[config.mk]
export PLATFORM = sky130hd
export DESIGN_NAME = cp0_exc_ctrl_flat
export DESIGN_NICKNAME = d
export VERILOG_FILES = /design/src/rtl/cp0_exc_ctrl_if.sv /design/src/rtl/cp0_exc_ctrl.sv /design/src/flat_wrapper.sv
export SDC_FILE = /design/constraint.sdc
export NUM_CORES = 1
export LEC_CHECK = 0
export BUFFER_PORTS_ARGS = -buffer_cell sky130_fd_sc_hd__buf_2
export CAP_MARGIN = 20
export CORE_MARGIN = 2
export CORE_UTILIZATION = 47
export CTS_CLUSTER_DIAMETER = 50
export CTS_CLUSTER_SIZE = 28
export DETAILED_ROUTE_END_ITERATION = 12
export GPL_ROUTABILITY_DRIVEN = 0
export MAX_ROUTING_LAYER = met4
export PLACE_DENSITY = 0.83
export SETUP_SLACK_MARGIN = 0.5
export SYNTH_ARGS = -nofsm -noshare
export SYNTH_HDL_FRONTEND = slang
export SYNTH_SLANG_ARGS = --single-unit
[constraint.sdc]
create_clock -name clk -period 2 [get_ports clk]
set_input_delay 0 -clock clk [delete_from_list [all_inputs] [get_ports clk]]
set_output_delay 0 -clock clk [all_outputs]
set_load 0.03 [all_outputs]
[src/rtl/cp0_exc_ctrl_if.sv]
// Fetch-redirect / CP0 access bundle between the M stage (master) and the
// CP0 exception controller (slave).
interface cp0_exc_ctrl_if;
    logic [4:0]  A1;
    logic [4:0]  A2;
    logic [31:0] DIn;
    logic        WE;
    logic [31:0] VPC;
    logic        BDIn;
    logic [4:0]  ExcCodeIn;
    logic [5:0]  HWInt;
    logic        EXLClr;
    logic        Req;
    logic [31:0] EPCOut;
    logic [31:0] DOut;

    // Req is a single-cycle qualifier: whenever it is high at a rising edge the
    // controller commits the exception and the PC loads the handler at that edge;
    // there is no back-pressure, so it must be honoured even while stalled.
    modport master (
        output A1, A2, DIn, WE, VPC, BDIn, ExcCodeIn, HWInt, EXLClr,
        input  Req, EPCOut, DOut
    );
    modport slave (
        input  A1, A2, DIn, WE, VPC, BDIn, ExcCodeIn, HWInt, EXLClr,
        output Req, EPCOut, DOut
    );
endinterface

[src/rtl/cp0_exc_ctrl.sv]
// Coprocessor-0 exception controller: SR/Cause/EPC/PRId, interrupt and
// exception request generation, victim-PC capture for the M stage.
module cp0_exc_ctrl #(
    parameter logic [31:0] PRID_VAL = 32'h2024_0829
) (
    input  logic             clk,
    input  logic             RESET_N,
    cp0_exc_ctrl_if.slave    bus
);

    logic [5:0]  sr_im;
    logic        sr_exl;
    logic        sr_ie;
    logic        cause_bd;
    logic [5:0]  cause_ip;
    logic [4:0]  cause_exc;
    logic [29:0] epc_word;

    logic        int_req;
    logic        exc_req;
    logic        req;
    logic [31:0] victim_pc;
    logic        unused_bits;

    assign int_req = (|(bus.HWInt & sr_im)) & sr_ie & ~sr_exl;
    assign exc_req = (bus.ExcCodeIn != 5'd0) & ~sr_exl;
    // Gated by reset so the redirect drops the instant reset asserts.
    assign req     = (int_req | exc_req) & RESET_N;

    assign victim_pc   = bus.BDIn ? (bus.VPC - 32'd4) : bus.VPC;
    assign unused_bits = ^{bus.DIn[31:16], bus.DIn[9:2], victim_pc[1:0]};

    always_ff @(posedge clk or negedge RESET_N) begin
        if (!RESET_N) begin
            sr_im     <= '0;
            sr_exl    <= 1'b0;
            sr_ie     <= 1'b0;
            cause_bd  <= 1'b0;
            cause_ip  <= '0;
            cause_exc <= '0;
            epc_word  <= '0;
        end else begin
            cause_ip <= bus.HWInt;
            if (req) begin
                sr_exl    <= 1'b1;
                cause_bd  <= bus.BDIn;
                cause_exc <= int_req ? 5'd0 : bus.ExcCodeIn;
                epc_word  <= victim_pc[31:2];
            end else begin
                if (bus.WE && bus.A2 == 5'd12) begin
                    sr_im  <= bus.DIn[15:10];
                    sr_exl <= bus.DIn[1];
                    sr_ie  <= bus.DIn[0];
                end
                if (bus.WE && bus.A2 == 5'd14) begin
                    epc_word <= bus.DIn[31:2];
                end
                // Later assignment wins: eret beats a same-cycle SR write of EXL.
                if (bus.EXLClr) begin
                    sr_exl <= 1'b0;
                end
            end
        end
    end

    always_comb begin
        bus.DOut = 32'd0;
        case (bus.A1)
            5'd12:   bus.DOut = {16'd0, sr_im, 8'd0, sr_exl, sr_ie};
            5'd13:   bus.DOut = {cause_bd, 15'd0, cause_ip, 3'd0, cause_exc, 2'd0};
            5'd14:   bus.DOut = {epc_word, 2'b00};
            5'd15:   bus.DOut = PRID_VAL;
            default: bus.DOut = 32'd0;
        endcase
    end

    assign bus.Req    = req;
    assign bus.EPCOut = {epc_word, 2'b00};

endmodule
[src/flat_wrapper.sv]
// flat-port wrapper written by rule: the top's interface ports become plain ports
module cp0_exc_ctrl_flat 
#(
    parameter logic [31:0] PRID_VAL = 32'h2024_0829
)
  (clk, RESET_N, bus_A1, bus_A2, bus_DIn, bus_WE, bus_VPC, bus_BDIn, bus_ExcCodeIn, bus_HWInt, bus_EXLClr, bus_Req, bus_EPCOut, bus_DOut);
  cp0_exc_ctrl_if bus_i ();
  input  logic clk;
  input  logic RESET_N;
  input wire logic [$bits(bus_i.A1)-1:0] bus_A1;
  input wire logic [$bits(bus_i.A2)-1:0] bus_A2;
  input wire logic [$bits(bus_i.DIn)-1:0] bus_DIn;
  input wire logic [$bits(bus_i.WE)-1:0] bus_WE;
  input wire logic [$bits(bus_i.VPC)-1:0] bus_VPC;
  input wire logic [$bits(bus_i.BDIn)-1:0] bus_BDIn;
  input wire logic [$bits(bus_i.ExcCodeIn)-1:0] bus_ExcCodeIn;
  input wire logic [$bits(bus_i.HWInt)-1:0] bus_HWInt;
  input wire logic [$bits(bus_i.EXLClr)-1:0] bus_EXLClr;
  output wire logic [$bits(bus_i.Req)-1:0] bus_Req;
  output wire logic [$bits(bus_i.EPCOut)-1:0] bus_EPCOut;
  output wire logic [$bits(bus_i.DOut)-1:0] bus_DOut;
  assign bus_i.A1 = bus_A1;
  assign bus_i.A2 = bus_A2;
  assign bus_i.DIn = bus_DIn;
  assign bus_i.WE = bus_WE;
  assign bus_i.VPC = bus_VPC;
  assign bus_i.BDIn = bus_BDIn;
  assign bus_i.ExcCodeIn = bus_ExcCodeIn;
  assign bus_i.HWInt = bus_HWInt;
  assign bus_i.EXLClr = bus_EXLClr;
  assign bus_Req = bus_i.Req;
  assign bus_EPCOut = bus_i.EPCOut;
  assign bus_DOut = bus_i.DOut;
  cp0_exc_ctrl #(.PRID_VAL(PRID_VAL)) u_core (.clk(clk), .RESET_N(RESET_N), .bus(bus_i));
endmodule
==> metrics.md, run 1 <==
| Metric | Value |
|---|---|
| Root buffer cell | `clkbuf_8` |
| Top FF cell, synth | `dfrtp_1` |
| Final non-filler cell total | `625` |
| Most common cell in the netlist | `nor2_1` |
| Crit Path Max Fanout | `7` |
| Routed WL | `11.4 mm` |
| # diodes | `0` |
| Commonest cells post-synth | `nor2_1, dfrtp_1, mux2_2, a21oi_1, xnor2_1` |
| Post-DP HPWL | `6.70 mm` |
| Met1 usage | `0.304` |
| Hold crit path type | `in2reg` |
| Initial Utilization | `0.482` |
| Die area | `7610 µm²` |
| WL/cell | `18.2 µm` |
| P_sw | `1.46 mW` |
| Mean Syn Cell Area | `9.26 µm²` |
| Maximum VDD drop | `0.000408 V` |
| Clock latency on the worst-skew pair | `0.30 ns` |
| First-pass GRT wire length | `15.5 mm` |
| Synth Area in Adders | `0.00384` |
| Worst-path clk slew | `0.10 ns` |
| Max_slew headroom | `0.581` |
| Sequential area share after synthesis | `0.384` |
| Max Clk Rate | `0.558 GHz` |
| Vias in the first global route | `3334` |
| Min cycle time layout | `1.79 ns` |
| Worst Max-Slew Pin Slew | `0.629 ns` |
| Post-Syn Area | `3260 µm²` |
| Die H | `87.3 µm` |
| Final core occ | `0.748` |
| Synth Instances | `352` |
| Antenna Nets Post-Route | `0` |
| Final Power | `3.63 mW` |
| Worst Hold Margin | `0.00529 ns` |
| Total grt overflow | `0` |
| Power density cells | `717 nW/µm²` |
| # H-tree levels | `2` |
| Fraction of the mapped netlist area in simple logic gates | `0.243` |
| Crit path capture type | `flip-flop` |
| Power share of the clock group | `0.170` |
| Max-Cap Viols | `0` |
| Final setup vio count | `0` |
| Synth top area share | `0.384` |
| Total negative slack | `0 ns` |
| Final #Nets | `635` |
| Final Hold Fails | `0` |
| Outcome | `finished, final reports clean` |
| Leading area contributor after synthesis | `dfrtp_1` |
| Num Clock Sinks | `50` |
| CTS Buf Count | `5` |
| Post-synthesis register bit count | `50` |
| Final WS setup | `0.208 ns` |
| Vias per cell | `5.52` |
| Startpoint Class | `flip-flop` |
| DR vias | `3451` |
| Crit path required time | `2.19 ns` |
| Unrepaired setup endpoints after global routing | `yes` |
| Post-synth EDFFs | `0` |
| Initial drt markers | `166` |
| Met3 usage | `0.0417` |
| Hold endpoint | `u_core.epc_word[18]` |
| Largest net degree at the start of global routing | `51` |
| Reg-to-reg critical path endpoint | `u_core.sr_im[3]` |
| Proportion of layout cells with a drive suffix above 1 | `0.514` |
| Setup Skew | `0.00329 ns` |
| Synth Warn # | `0` |
| Number of fill cells | `471` |
| Post-DP Area | `4160 µm²` |
| Comb power frac | `0.453` |
| Sequential power share | `0.377` |
| Placement Setup Slack | `0.225 ns` |
| Hold path cells | `3` |
| Drt pass-1 iters | `5` |
| CP Class | `reg2reg` |
| Synth Area in Compound Gates | `0.111` |
| Grt peak-use layer | `met2` |
| Area Growth Syn to Fin | `55.2%` |
| Final Cycle Share | `0.896` |
| Largest family of logic cells by synthesized area | `simple AND/OR/NAND/NOR gates` |
| Row cnt | `30` |
| DRC | `0` |
| R2R Setup Slk | `0.21 ns` |
| Port Buffers | `150` |
| Max Slew Vio Count | `0` |
| Placed Instances | `572` |
| Power Internal | `2.17 mW` |
| HP Start | `bus_VPC[20]` |
| GRT Resource Usage Total | `0.271` |
| Reg2Reg Launch Point | `u_core.sr_im[3]` |
| Clk buf depth | `2` |
| Worst path arrival time | `1.99 ns` |
| Library cells used by synthesis | `44` |
| GR met2 Demand/Resource | `0.497` |
| Die X | `87.3 µm` |
| Synth area leaders | `dfrtp_1, mux2_2, nor2_1` |
| Pleak | `2.32 nW` |
| Switching Share | `0.401` |
| CTS tree | `done` |
| Xor/xnor share of the synthesized area | `0.0726` |
| Finished Cell Area | `5060 µm²` |
| Antenna violations before repair | `0` |
| I/O pin cnt | `155` |
| Post-synthesis mux area share | `0.147` |
| Core Area | `6760 µm²` |
| Reg2Reg Depth | `5` |
| Post-synth ARST share | `1.00` |
-- critical path, cell delays in order, from the launching register on --
cell     delay [ns]
dfrtp_1        0.41
a22o_1         0.26
o31ai_4        0.35
buf_6          0.16
a31oi_4        0.15
mux2_2         0.34
-- final cells by class --
| cell class | instances | area (µm²) | share of cell area |
|---|---|---|---|
| multi-input cells | 275 | 2180 | 0.431 |
| inverters | 9 | 33.8 | 0.00668 |
| clock inverters | 3 | 23.8 | 0.00470 |
| flip-flops and latches | 50 | 1250 | 0.247 |
| clock buffers | 5 | 68.8 | 0.0136 |
| well taps | 80 | 100 | 0.0198 |
| repair buffers | 203 | 1400 | 0.276 |
-- cell families (layout without fill, tap and decap cells) --
| group | Yosys count | after routing |
|---|---|---|
| buffers and inverters | 28 | 220 |
| AO/OA/AOI/OAI | 60 | 60 |
| multiplexers | 44 | 44 |
| XOR/XNOR | 27 | 27 |
| flip-flops | 50 | 50 |
| adder cells (fa/ha/maj) | 1 | 1 |
| AND/OR/NAND/NOR | 141 | 141 |
| other | 1 | 2 |
-- cells in the final DEF, fill, tap and decap left out, types with 5 or more instances in the layout --
cell / count
o21ai_1: 6
o21ai_0: 5
nor3_1: 11
xnor2_1: 20
a21oi_2: 15
and2_1: 16
or3_1: 8
nand3_1: 5
nor2_4: 17
mux2_2: 31
dlygate4sd3_1: 28
nor4_1: 5
nor2_2: 6
clkbuf_8: 5
nor2_1: 30
a21oi_1: 14
buf_6: 7
o21ai_2: 5
dfrtp_1: 50
buf_4: 10
inv_1: 9
xor2_1: 7
nand2_1: 10
mux2i_1: 13
buf_2: 149
-- state kept, by name, indices dropped and copies added, names as in the netlist --
register	count
u_core.epc_word	30
u_core.cause_ip	6
u_core.sr_im	6
u_core.cause_exc	5
u_core.cause_bd	1
u_core.sr_exl	1
u_core.sr_ie	1
-- metal layers --
layer | routed length [µm] | part of all wire
met1 | 4320 | 0.38
met2 | 6090 | 0.53
met3 | 809 | 0.071
met4 | 163 | 0.014
met5 | 0 | 0
-- repair_timing --
item                       CTS  global route
cloned                       2             5
setup endpoints to repair   42            60
hold buffers                28             0
gates resized for setup     38            44
buffers inserted             8             2
hold endpoints to repair    77             0
pin swaps                    4            19
-- how the worst max path moves through the flow --
stage / start / endpoint / slack, ns / cells after the start
6_report: u_core.sr_im[3] / u_core.sr_im[3] / 0.21 / 5
5_1_grt: u_core.sr_exl / u_core.cause_bd / 0.14 / 4
4_1_cts: u_core.sr_im[1] / bus_Req / 0.28 / 5
3_5_place_dp: u_core.sr_exl / u_core.sr_im[3] / 0.22 / 4
3_3_place_gp: u_core.sr_im[3] / u_core.epc_word[1] / 0.28 / 6
2_1_floorplan: u_core.sr_im[3] / u_core.sr_ie / 0.39 / 4
-- power by group through the flow --
stage	registers, mW	logic, mW	clock network, mW
3_3_place_gp	1.36	1.19	0
2_1_floorplan	1.63	0.550	0
3_5_place_dp	1.38	1.21	0
5_1_grt	1.39	1.74	0.671
4_1_cts	1.36	1.42	0.631
6_report	1.37	1.64	0.616
No activity file was read; power rests on OpenSTA's default activity.
==> run 2, diff against run 1 <==
--- a/config.mk
+++ b/config.mk
@@ -5,16 +5,18 @@
 export SDC_FILE = /design/constraint.sdc
 export NUM_CORES = 1
 export LEC_CHECK = 0
+export ABC_AREA = 0
 export BUFFER_PORTS_ARGS = -buffer_cell sky130_fd_sc_hd__buf_2
 export CAP_MARGIN = 20
 export CORE_MARGIN = 2
 export CORE_UTILIZATION = 47
 export CTS_CLUSTER_DIAMETER = 50
-export CTS_CLUSTER_SIZE = 28
+export CTS_CLUSTER_SIZE = 24
 export DETAILED_ROUTE_END_ITERATION = 12
 export GPL_ROUTABILITY_DRIVEN = 0
 export MAX_ROUTING_LAYER = met4
 export PLACE_DENSITY = 0.83
+export REMOVE_ABC_BUFFERS = 1
 export SETUP_SLACK_MARGIN = 0.5
 export SYNTH_ARGS = -nofsm -noshare
 export SYNTH_HDL_FRONTEND = slang
==> metrics.md, run 2 (same netlist as run 1, synthesis figures left out) <==
| Metric | Value |
|---|---|
| Commonest non-fill, non-tap cells in the layout | `buf_2, dfrtp_1, nor2_1` |
| Largest net degree at the start of global routing | `51 (unchanged)` |
| Reg2Reg Depth | `7 (+2)` |
| Reg-to-reg critical path endpoint | `u_core.sr_exl` |
| Max Slew Vio Count | `0 (unchanged)` |
| Proportion of layout cells with a drive suffix above 1 | `0.496 (-0.0174)` |
| R2R Setup Slk | `0.24 ns (+0.03 ns)` |
| Final Hold Fails | `0 (unchanged)` |
| Crit path required time | `2.20 ns (about the same)` |
| Pleak | `2.33 nW (+0.57%)` |
| Final #Nets | `644 (+1.4%)` |
| DR vias | `3444 (-0.20%)` |
| Post-DP HPWL | `6.78 mm (+1.3%)` |
| Reg2Reg Launch Point | `u_core.sr_im[0]` |
| Grt peak-use layer | `met2` |
| Vias in the first global route | `3363 (+0.87%)` |
| Number of fill cells | `489 (+3.8%)` |
| Hold crit path type | `in2reg` |
| Clk buf depth | `2 (unchanged)` |
| # diodes | `0 (unchanged)` |
| Antenna Nets Post-Route | `0 (unchanged)` |
| HP Start | `bus_VPC[30]` |
| Drt pass-1 iters | `4 (-1)` |
| Routed WL | `10.9 mm (-3.8%)` |
| Final Cycle Share | `0.880 (-0.0164)` |
| GR met2 Demand/Resource | `0.495 (-0.00138)` |
| Met3 usage | `0.0417 (unchanged)` |
| Outcome | `finished, final reports clean` |
| Power density cells | `704 nW/µm² (-1.8%)` |
| Largest regs | `u_core.epc_word (30), u_core.cause_ip (6), u_core.sr_im (6)` |
| Vias per cell | `5.43 (-1.6%)` |
| Final setup vio count | `0 (unchanged)` |
| First-pass GRT wire length | `16.2 mm (+4.4%)` |
| Initial drt markers | `135 (-19%)` |
| Commonest non-fill, non-tap cell in the layout | `buf_2` |
| Total grt overflow | `0 (unchanged)` |
| Max_slew headroom | `0.568 (-0.0132)` |
| Die H | `87.3 µm (unchanged)` |
| Crit path capture type | `flip-flop` |
| Setup Skew | `0.00717 ns (+0.00388 ns)` |
| Unrepaired setup endpoints after global routing | `yes` |
| DRC | `0 (unchanged)` |
| GRT Resource Usage Total | `0.280 (+0.00910)` |
| Clock latency on the worst-skew pair | `0.31 ns (about the same)` |
| Worst path arrival time | `1.96 ns (-0.03 ns)` |
| Root buffer cell | `clkbuf_8` |
| Num Clock Sinks | `50 (unchanged)` |
| Initial Utilization | `0.482 (unchanged)` |
| Area Growth Syn to Fin | `54.1%` |
| Crit Path Max Fanout | `6 (-1)` |
| CTS Buf Count | `5 (unchanged)` |
| CTS tree | `done` |
| Final core occ | `0.743 (-0.00518)` |
| Min cycle time layout | `1.76 ns (-0.0329 ns)` |
| Worst-path clk slew | `0.10 ns (about the same)` |
| Maximum VDD drop | `0.000356 V (-13%)` |
| Die X | `87.3 µm (unchanged)` |
| CP Class | `reg2reg` |
| Final WS setup | `0.240 ns (+0.0329 ns)` |
| Row cnt | `30 (unchanged)` |
| WL/cell | `17.3 µm (-5.2%)` |
| Port Buffers | `150 (unchanged)` |
| Worst Max-Slew Pin Slew | `0.649 ns (+0.0198 ns)` |
| Startpoint Class | `flip-flop` |
| Die area | `7610 µm² (unchanged)` |
| Antenna violations before repair | `0 (unchanged)` |
| Hold path cells | `3 (unchanged)` |
| Final Power | `3.54 mW (-2.5%)` |
| Biggest register | `u_core.epc_word` |
| Hold endpoint | `u_core.epc_word[28]` |
| Worst Hold Margin | `0.0119 ns (+0.00662 ns)` |
| Max Clk Rate | `0.568 GHz (+1.9%)` |
| I/O pin cnt | `155 (unchanged)` |
| Core Area | `6760 µm² (unchanged)` |
| Max reg flops | `30 (unchanged)` |
| Placement Setup Slack | `0.114 ns (-0.111 ns)` |
| Max-Cap Viols | `0 (unchanged)` |
| Met1 usage | `0.332 (+0.0285)` |
| # H-tree levels | `2 (unchanged)` |
## run 2: cell types whose count changed in the layout (fill, tap and decap cells not counted), sizes merged
cell / previous run / this run
dlygate4sd3: 28 / 31
clkinvlp: 2 / 1
a21boi: 1 / 3
clkinv: 0 / 2
clkbuf: 9 / 8
inv: 10 / 9
buf: 171 / 176
## run 2: area by class of cell
| class | count | area [µm²] | share of cell area |
|---|---|---|---|
| Timing Repair Buffer | 210 | 1390 | 0.277 |
| Tap cell | 80 | 100 | 0.0199 |
| Clock buffer | 5 | 68.8 | 0.0137 |
| Clock inverter | 3 | 21.3 | 0.00424 |
| Sequential cell | 50 | 1250 | 0.249 |
| Multi-Input combinational cell | 277 | 2160 | 0.430 |
| Inverter | 9 | 33.8 | 0.00673 |
## run 2: metrics by stage
| step | cells | area [µm²] | TNS (ns) |
|---|---|---|---|
| 2_1_floorplan | 334 | 3170 | -21.50 |
| 3_3_place_gp | 577 | 4150 | 0 |
| 3_5_place_dp | 577 | 4150 | 0 |
| 4_1_cts | 625 | 4730 | 0 |
| 5_1_grt | 634 | 5020 | 0 |
| 6_report | 634 | 5020 | 0 |
## run 2: worst max-delay path by stage
stage | startpoint | to | cells past startpoint
CTS | u_core.sr_im[3] | u_core.epc_word[5] | 8
floorplan | u_core.sr_exl | u_core.cause_bd | 3
global route | u_core.sr_im[0] | u_core.sr_exl | 7
finish | u_core.sr_im[0] | u_core.sr_exl | 7
global placement | u_core.sr_im[0] | u_core.cause_bd | 4
detailed placement | u_core.sr_im[0] | u_core.epc_word[5] | 6
## run 2: metal layers
layer,up-vias,routed length (µm),part of all wire
met5,-,0,0
met4,0,162,0.015
met3,21,758,0.069
met2,157,5580,0.51
li1,1623,-,-
met1,1643,4440,0.41
## run 2: critical path: stages, from the launching register on
cell	delay, ns
dfrtp_1	0.42
a22o_1	0.26
o31ai_4	0.25
buf_6	0.14
a21boi_4	0.09
buf_6	0.18
clkbuf_16	0.16
o21bai_1	0.15
## run 2: what timing repair did
action / in CTS / in global routing
gates cloned: 2 / 3
setup buffers: 10 / 3
hold endpoints to repair: 77 / 3
pin swaps: 19 / 8
endpoints found under the setup margin: 45 / 60
hold buffers: 28 / 3
gates resized for setup: 38 / 47
## run 2: where the power goes
part           switching, mW  total, mW  leakage [nW]  internal [mW]
logic                  0.895       1.57          1.70          0.670
clock network          0.360      0.606        0.0441          0.247
registers              0.150       1.36         0.584           1.21
==> run 3, diff against run 2 <==
==> constraint.sdc (replaced) <==
create_clock -name clk -period 2 [get_ports clk]
set_input_delay 0.2 -clock clk [delete_from_list [all_inputs] [get_ports clk]]
set_output_delay 0.2 -clock clk [all_outputs]
set_load 0.03 [all_outputs]
==> metrics.md, run 3 (same netlist as run 1, synthesis figures left out) <==
| Metric | Value |
|---|---|
| Outcome | `finished, final reports clean` |
| Reg2Reg Launch Point | `u_core.sr_im[1]` |
| Multi-input logic area | `1980 µm² (-8.1%)` |
| Unrepaired setup endpoints after global routing | `yes` |
| # H-tree levels | `2 (unchanged)` |
| CP Class | `reg2reg` |
| HP Start | `bus_HWInt[5]` |
| Number of fill cells | `536 (+9.6%)` |
| Final Hold Fails | `0 (unchanged)` |
| Hold path cells | `1 (-2)` |
| Die H | `87.3 µm (unchanged)` |
| Max-Cap Viols | `0 (unchanged)` |
| I/O pin cnt | `155 (unchanged)` |
| Setup Skew | `0.0146 ns (+0.00745 ns)` |
| Maximum VDD drop | `0.000390 V (+9.7%)` |
| Num Clock Sinks | `50 (unchanged)` |
| Die X | `87.3 µm (unchanged)` |
| Initial drt markers | `173 (+28%)` |
| Row cnt | `30 (unchanged)` |
| CP peak stage delay | `0.41 ns (about the same)` |
| Final #Nets | `607 (-5.7%)` |
| Family with the most delay on the worst path | `compound AO/OA/AOI/OAI gates` |
| Max_slew headroom | `0.558 (-0.00956)` |
| Pleak | `2.15 nW (-7.6%)` |
| Routed WL | `9.54 mm (-13%)` |
| Crit path cell chain | `a22o_1, o31ai_4, buf_4, a31oi_4, mux2_2` |
| Port Buffers | `150 (unchanged)` |
| Commonest non-fill, non-tap cell in the layout | `buf_2` |
| Worst-path clk slew | `0.10 ns (about the same)` |
| First-pass GRT wire length | `14.5 mm (-10%)` |
| Initial Utilization | `0.482 (unchanged)` |
| Worst path arrival time | `1.96 ns (about the same)` |
| GRT Resource Usage Total | `0.251 (-0.0281)` |
| Power density cells | `778 nW/µm² (+11%)` |
| Core Area | `6760 µm² (unchanged)` |
| CTS tree | `done` |
| Reg-to-reg critical path endpoint | `u_core.sr_im[1]` |
| Crit path capture type | `flip-flop` |
| Placement Setup Slack | `0.0983 ns (-0.0158 ns)` |
| Max reg flops | `30 (unchanged)` |
| Hold crit path type | `in2reg` |
| R2R Setup Slk | `0.22 ns (-0.02 ns)` |
| Reg2Reg Depth | `5 (-2)` |
| Final Power | `3.52 mW (-0.59%)` |
| CP bufs+invs | `1 (-2)` |
| Max Slew Vio Count | `0 (unchanged)` |
| Biggest register | `u_core.epc_word` |
| Largest regs | `u_core.epc_word (30), u_core.cause_ip (6), u_core.sr_im (6)` |
| Worst Max-Slew Pin Slew | `0.663 ns (+0.0143 ns)` |
| Root buffer cell | `clkbuf_8` |
| Crit path required time | `2.18 ns (-0.02 ns)` |
| Post-DP HPWL | `6.67 mm (-1.7%)` |
| Area Growth Syn to Fin | `38.6%` |
| Min cycle time layout | `1.78 ns (+0.0189 ns)` |
| DR vias | `3187 (-7.5%)` |
| Clk buf depth | `2 (unchanged)` |
| Hold endpoint | `u_core.cause_ip[5]` |
| DRC | `0 (unchanged)` |
| Worst Hold Margin | `0.0209 ns (+0.00898 ns)` |
| Antenna violations before repair | `0 (unchanged)` |
| Commonest non-fill, non-tap cells in the layout | `buf_2, dfrtp_1, nor2_1` |
| Proportion of layout cells with a drive suffix above 1 | `0.458 (-0.0380)` |
| Startpoint Class | `flip-flop` |
| Final Cycle Share | `0.889 (+0.00944)` |
| Drt pass-1 iters | `4 (unchanged)` |
| Register Area | `1250 µm² (unchanged)` |
| Crit Path Max Fanout | `7 (+1)` |
| Vias per cell | `5.34 (-1.7%)` |
| Crit-path slowest cell | `dfrtp_1` |
| Final setup vio count | `0 (unchanged)` |
| Clock latency on the worst-skew pair | `0.31 ns (about the same)` |
| Die area | `7610 µm² (unchanged)` |
| Vias in the first global route | `3003 (-11%)` |
| Largest net degree at the start of global routing | `51 (unchanged)` |
| Max Clk Rate | `0.562 GHz (-1.1%)` |
| Final WS setup | `0.222 ns (-0.0189 ns)` |
| Antenna Nets Post-Route | `0 (unchanged)` |
| WL/cell | `16.0 µm (-7.4%)` |
| CTS Buf Count | `5 (unchanged)` |
| Total grt overflow | `0 (unchanged)` |
| # diodes | `0 (unchanged)` |
==> run 3: layer usage <==
metal | up-vias | share of wire | track usage
met5 | - | 0 | -
met4 | 0 | 0.0066 | 0.0462
met3 | 4 | 0.064 | 0.0389
met2 | 143 | 0.51 | 0.419
met1 | 1483 | 0.42 | 0.328
li1 | 1557 | - | -
==> run 3: metrics by stage <==
step / instances / util / TNS [ns] / cell area [µm²]
after floorplan: 334 / - / -21.70 / 3170
after global placement: 579 / 0.618 / 0 / 4170
after detailed placement: 579 / 0.618 / 0 / 4170
after CTS: 595 / 0.653 / 0 / 4410
after global routing: 597 / 0.669 / 0 / 4520
final: 597 / 0.669 / 0 / 4520
==> run 3: worst register-to-register path, stage by stage (launching register included) <==
cell and delay [ns]:
dfrtp_1 0.41, a22o_1 0.25, o31ai_4 0.32, buf_4 0.18, a31oi_4 0.16, mux2_2 0.34
==> run 3: area by class of cell <==
cell class	count	area share
Multi-Input combinational cell	276	0.439
Sequential cell	50	0.277
Timing Repair Buffer	174	0.224
Tap cell	80	0.0222
Clock buffer	5	0.0152
Clock inverter	3	0.0152
Inverter	9	0.00748
==> run 3: worst max-delay path by stage <==
stage | startpoint | endpoint | slack (ns) | cells after the start
after floorplan | u_core.sr_exl | u_core.cause_bd | -0.76 | 3
after global placement | bus_ExcCodeIn[2] | u_core.sr_ie | 0.18 | 5
after detailed placement | bus_A2[0] | u_core.sr_im[1] | 0.1 | 6
after CTS | u_core.sr_im[3] | bus_Req | 0.18 | 4
after global routing | u_core.sr_im[1] | bus_Req | 0.16 | 4
final | u_core.sr_im[1] | u_core.sr_im[1] | 0.22 | 5
==> run 3: where the power goes <==
group          leakage, nW  internal, mW  switching, mW  total, mW
clock               0.0683         0.502          0.364      0.866
combinational         1.50         0.518          0.762       1.28
sequential           0.584          1.21          0.155       1.37
==> run 3: repair_timing <==
| item | in CTS | in global routing |
|---|---|---|
| resized for setup | 13 | 45 |
| endpoints found under the setup margin | 55 | 63 |
| hold buffers | 1 | 0 |
| buffers inserted | 5 | 2 |
| hold endpoints to repair | 1 | 0 |
| pin swaps | 4 | 4 |
| cloned | 2 | 0 |
